$ cat config.mk
export PLATFORM = sky130hd
export DESIGN_NAME = scoreboard_hazard_unit
export DESIGN_NICKNAME = d
export VERILOG_FILES = /design/src/rtl/scoreboard_hazard_unit.sv
export SDC_FILE = /design/constraint.sdc
export NUM_CORES = 1
export LEC_CHECK = 0
export CORE_MARGIN = 5
export CORE_UTILIZATION = 60
export CTS_CLUSTER_SIZE = 8
export DETAILED_ROUTE_END_ITERATION = 10
export GPL_TIMING_DRIVEN = 0
export PLACE_DENSITY_LB_ADDON = 0.1
export SYNTH_ARGS = -nofsm -noshare
export SYNTH_HDL_FRONTEND = slang
export SYNTH_SLANG_ARGS = --single-unit
$ cat constraint.sdc
create_clock -name clk -period 13.6 [get_ports clk]
set_input_delay 2.72 -clock clk [delete_from_list [all_inputs] [get_ports clk]]
set_output_delay 2.72 -clock clk [all_outputs]
set_load 0.05 [all_outputs]
$ cat src/rtl/scoreboard_hazard_unit.sv
// Scoreboard-based hazard unit for an in-order pipeline.
// Tracks per-register result latency and a multi-cycle busy window.
module scoreboard_hazard_unit #(
    parameter int NREG = 32,
    parameter int AW   = 5,
    parameter int LW   = 3,
    parameter int CW   = 6,
    parameter int SW   = 16
) (
    input  logic          clk,
    input  logic          rst,
    input  logic          id_valid,
    input  logic [AW-1:0] id_rs1,
    input  logic [AW-1:0] id_rs2,
    input  logic          id_rs1_use,
    input  logic          id_rs2_use,
    input  logic [AW-1:0] id_rd,
    input  logic          id_we,
    input  logic [LW-1:0] id_lat,
    input  logic          mc_start,
    input  logic [CW-1:0] mc_cycles,
    input  logic          redirect,
    output logic          pc_write,
    output logic          stall_if_id,
    output logic          flush_if_id,
    output logic          flush_id_ex,
    output logic          mc_busy,
    output logic [SW-1:0] stall_count
);

    logic [LW-1:0] pend_q [NREG];
    logic [LW-1:0] pend_d [NREG];
    logic [CW-1:0] busy_q;
    logic [CW-1:0] busy_d;
    logic [SW-1:0] scnt_q;
    logic [SW-1:0] scnt_d;

    logic raw;
    logic waw;
    logic stall;
    logic issue;
    logic rd_nz;

    // Hazard detection from registered scoreboard state only
    always_comb begin
        rd_nz = (id_rd != '0);
        raw   = (id_rs1_use && (pend_q[id_rs1] != '0))
              || (id_rs2_use && (pend_q[id_rs2] != '0));
        waw   = id_we && rd_nz && (pend_q[id_rd] > id_lat);
        stall = id_valid && !redirect
              && (raw || waw || (busy_q != '0));
        issue = id_valid && !redirect && !stall;
    end

    // Pipeline control outputs; redirect wins over stall
    always_comb begin
        pc_write    = !stall;
        stall_if_id = stall;
        flush_id_ex = stall || redirect;
        flush_if_id = redirect;
        mc_busy     = (busy_q != '0);
        stall_count = scnt_q;
    end

    // Next scoreboard: age every entry, then overlay the issuing write
    always_comb begin
        for (int r = 0; r < NREG; r++) begin
            pend_d[r] = (pend_q[r] != '0) ? pend_q[r] - LW'(1) : '0;
        end
        if (issue && id_we && rd_nz) begin
            pend_d[id_rd] = id_lat;
        end
        pend_d[0] = '0;
    end

    // Next busy counter and saturating stall counter
    always_comb begin
        busy_d = busy_q;
        if (issue && mc_start) begin
            busy_d = mc_cycles;
        end else if (busy_q != '0) begin
            busy_d = busy_q - CW'(1);
        end
        scnt_d = scnt_q;
        if (stall && !(&scnt_q)) begin
            scnt_d = scnt_q + SW'(1);
        end
    end

    // State registers with asynchronous clear
    always_ff @(posedge clk or posedge rst) begin
        if (rst) begin
            for (int r = 0; r < NREG; r++) begin
                pend_q[r] <= '0;
            end
            busy_q <= '0;
            scnt_q <= '0;
        end else begin
            for (int r = 0; r < NREG; r++) begin
                pend_q[r] <= pend_d[r];
            end
            busy_q <= busy_d;
            scnt_q <= scnt_d;
        end
    end

endmodule

# After elaboration in Yosys (flattened, before gate mapping)
# Cells that the tools add are included.
# classes
n_addsub	33
magnitude_cmp	5
mux	46
bitwise	3
reduce_logical	56
# op_table
op	count
two-way mux 3 bit	38
nonzero test 3 bit	33
bitwise mux 96 bit	1
two-way mux 93 bit	1
subtractor 3 x 1 -> 3 bit, second input constant	31
binary-select mux 3 bit (select 5 bit)	3
>= comparator 6 bit, second input constant	3
NOT 5 -> 6 bit	3
adder 16 x 1 -> 16 bit, second input constant	1
AND reduction 16 bit	1
demux 3 bit (select 5 bit)	1
logical AND 1 bit	12
two-way mux 6 bit	2
< comparator 6 x 1 -> 1 bit, second input constant	1
nonzero test 6 bit	1
subtractor 6 x 1 -> 6 bit, second input constant	1
nonzero test 5 bit	1
logical OR 1 bit	4
greater-than comparator 3 bit	1
logical NOT 1 bit	3
nonzero test 2 bit	1
# word_totals
register_bits	115
inputBits	32
out_inout_bits	21
elab_cells	176

# Logic depth before layout (Yosys ltp)
# Gate-level depths: netlist (run 1).
# logic_depth
word_depth	15
mapped_depth	18
depth_no_buf	15

# Least setup slack after synthesis (run 1)
# No wires, ideal clock.
# synth_timing
path_type	input port to output port
startpoint	input port id_rd[0]
endpoint	output port flush_id_ex
arrival_ns	6.165
required_ns	10.880
setup_slack_ns	4.715
cell_stages	13
n_path_buf	2
path_cell_list	buf_2 > buf_1 > mux4_2 > a22oi_1 > nand4_1 > ha_1 > nor2b_1 > o21ai_0 > a21oi_1 > nor4_1 > and4_4 > a21bo_2 > nand2b_1
# synth_between
elab_chain_cells	10
elab_cells_between_ends	12
classes_between	order compare: 1; mux: 3; bitwise: 1; reduce/logical: 7
# synth_lines
element	line	source
start, declared	17	input logic [AW-1:0] id_rd,
NOT 5 -> 6 bit (not written as such)	49	waw = id_we && rd_nz && (pend_q[id_rd] > id_lat);
binary-select mux 3 bit (select 5 bit)	49	
two-way mux 3 bit (not written as such) (2 in a row)	49	
greater-than comparator 3 bit	49	
logical AND 1 bit *	49	
logical OR 1 bit * (2 in a row)	51	&& (raw || waw || (busy_q != '0));
logical AND 1 bit *	51	
logical OR 1 bit *	59	flush_id_ex = stall || redirect;
end, declared	26	output logic flush_id_ex,
# Every way passes the cells marked *; elsewhere a longest branch is shown, timed or not. The select of a mux whose other input is x is not followed.

# Final worst setup path (run 1)
# layout_timing
startpoint	input port id_rd[0]
endpoint	output port pc_write
# layout_between
elab_chain_cells	10
elab_cells_between_ends	12
classes_between	order compare: 1; mux: 3; bitwise: 1; reduce/logical: 7
# layout_lines
element	line	source
NOT 5 -> 6 bit (not written as such)	49	
binary-select mux 3 bit (select 5 bit)	49	
two-way mux 3 bit (not written as such) (2 in a row)	49	
greater-than comparator 3 bit	49	
logical AND 1 bit *	49	
logical OR 1 bit * (2 in a row)	51	
logical AND 1 bit *	51	
logical NOT 1 bit *	57	pc_write = !stall;
end, declared	23	output logic pc_write,
# Marked as above.

==> reports/qor.csv, run 1 <==
metric,value,unit
status,"complete, no violations",
antenna_found_initial,0,
wl,23800,microns
ir_worst_vdd,172,uV
drtAntennaViolNets,0,
antenna_cells,0,
synth_edf_count,0,
post_drt_wl_per_cell,22.2,microns
ctsHoldBuffers,0,
die_x,128,microns
powerDensity,111,nW/um^2
post_cts_resize_count,0,
netlist_area,8340,sq um
grt_overflow,0,
synthesis.instances,809,
min_period,10420,ps
path_max_fanout,10,
synth.yosys.seq_area_share,0.345,
ys_top_cells_by_count,"dfrtp_1, inv_1, nor2_1, ha_1, mux2_1",
grt_use_total,0.303,
die_h,128,microns
viasPerCell,6.30,
multi_input_area,4990,sq um
io_buffers,50,
cts_num_sinks,115,
rr_startpoint,pend_q[43],
worstSetupStartpoint,id_rd[0],
row_count,43,
grt_pass1_vias,7189,
ys.flop_type,dfrtp_1,
yosys_warnings,0,
setup_viol,0,
final_util,0.707,
initial_core_util,0.606,
cts_tree,done,
holdCritPathClass,flop to flop,
maxSlewViolCount,0,
yosys.area.top_type,dfrtp_1,
avgSynthCellArea,10.3,sq um
dpl.cell_count,1040,
fillers,1020,
hold_viol,0,
synth_nets,908,
finalCritPeriodShare,0.766,
drtIter0Drc,680,
nets,978,
critPathCapture,pc_write,
rr_endpoint,pend_q[61],
vias,6757,
reg2reg_slack,9650,ps
stdcell_count,1072,
maxCapViolCount,0,
reg2reg_depth,14,
arrival,7700,ps
drc_errors,0,
cts.clk_slew.worst_paths,60,ps
yosysMostFrequentCell,dfrtp_1,
dp_hpwl,17000,microns
core,13800,sq um
crit_path_start_kind,input pin,
max_freq,95.9,MHz
setup_tns,0,ps
netlist_top_cells_area,"dfrtp_1, ha_1, mux2_1",
die-area,16400,sq um
tightest_slew,1000,ps
final_layout_size_suffix_gt1_frac,0.167,
area_delta_synth_final,16.7,%
synth-seq-cells,115,
dpl-instance-area,9100,sq um
ctsLongestPathBuffers,2,
grt_first_pass_wirelength,38400,microns
cp.required,10880,ps
regArea,2880,sq um
ys_types,59,
cts_buffers,17,
cts_setup_buffers,0,
finalWeightedCongestion,0.964,
fin_worst_hold_slack,485,ps
relSlewSlack,0.331,
drt_first_pass_iters,5,
async_flop_share,1.00,
clock-skew-final,6.19,ps
cts-root-buf,clkbuf_16,
synth_top_area_share,0.345,
leakagePower,4.90,nW
clk_latency,430,ps
design_area,9730,sq um
rsz0062_at_grt,false,
grt_max_degree,60,
path_class,input pin to output pin,
io_pins,53,
cts-htree-levels,4,
cp-end-kind,output pin,
layout by cell type (no fill, tap or decap), types with 6 or more instances in the layout:
cell type	n
mux4_2	23
clkbuf_16	17
inv_1	76
a22oi_1	6
dfrtp_1	115
nand2b_1	7
clkdlybuf4s50_1	50
nand3_1	13
nor4_1	19
nor3_4	30
o21ai_0	39
mux2_1	60
nand2_1	53
xnor2_1	14
mux2_2	39
ha_1	67
buf_1	6
a21oi_1	17
a311oi_1	7
clkbuf_1	19
nor3_1	20
buf_2	9
nor2b_1	8
nand4_1	11
nor2_1	77
worst min path at each step:
stage	cells after the start	to	startpoint	slack [ps]
after detailed placement	1	stall_count[10]	stall_count[10]	480
after global placement	1	stall_count[10]	stall_count[10]	480
final	1	stall_count[10]	stall_count[10]	480
after global routing	1	stall_count[10]	stall_count[10]	530
after CTS	1	stall_count[10]	stall_count[10]	490
after floorplan	2	busy_q[1]	busy_q[1]	540
worst max-delay path: stages:
cell	delay, ps
clkdlybuf4s50_1	510
buf_2	380
buf_1	710
mux4_2	650
a22oi_1	250
nand4_1	130
ha_1	310
nor2b_1	130
o21ai_0	160
a21oi_1	120
nor4_1	300
and4_4	340
a21bo_2	180
clkdlybuf4s50_1	810
cells by family after synthesis:
logic type	after synthesis	share of synthesized area
mux	127	0.202
xor+xnor	17	0.0179
flops	115	0.345
simple gates	271	0.203
fa+ha+maj	67	0.101
buf+inv	114	0.0563
compound gates	98	0.0758
metrics by stage:
| stage | setup slack, ps | power, W |
|---|---|---|
| 6_report | 3180 | 0.00108 |
| 4_1_cts | 3170 | 0.00108 |
| 2_1_floorplan | 4720 | 0.000526 |
| 3_3_place_gp | 3240 | 0.000587 |
| 3_5_place_dp | 3190 | 0.000597 |
| 5_1_grt | 2880 | 0.00112 |
routing by layer:
layer  share of wire  vias to the layer above  track usage
met3           0.075                       82       0.0771
met1            0.41                     3368        0.385
li1                -                     3001            -
met2            0.48                      306        0.490
met5               0                        -            0
met4           0.037                        0        0.136
sequential cells by signal (all words and copies together), names as in the netlist:
| signal | count |
|---|---|
| stall_count | 16 |
| busy_q | 6 |
| pend_q | 93 |
report_power, final:
part	internal, W	switching (W)	total [W]
clock network	0.000317	0.000169	0.000486
logic	0.0000759	0.000124	0.000200
registers	0.000365	0.0000286	0.000394
total	0.000758	0.000322	0.00108
cell type report:
type                            count  share of cell area
Buffer                             37              0.0185
Clock buffer                       21              0.0473
Clock inverter                     11              0.0181
Inverter                           77              0.0300
Multi-Input combinational cell    580               0.513
Sequential cell                   115               0.296
Tap cell                          180              0.0231
Timing Repair Buffer               51              0.0542
No activity file was read; power rests on OpenSTA's default activity.
==> run 2: changes to the inputs <==
==> constraint.sdc (replaced) <==
create_clock -name clk -period 10.25 [get_ports clk]
set_input_delay 2.05 -clock clk [delete_from_list [all_inputs] [get_ports clk]]
set_output_delay 2.05 -clock clk [all_outputs]
set_load 0.05 [all_outputs]
==> results of run 2 <==
The final DEF is identical to that of run 1. Status: complete, no violations.
Main changes from that run: setup slack after placement 3190 ps -> 1180 ps; setup slack after layout 3180 ps -> 1170 ps; register-to-register setup slack 9650 ps -> 6300 ps; total power 0.00108 W -> 0.00143 W; worst IR drop on VDD 172 uV -> 228 uV
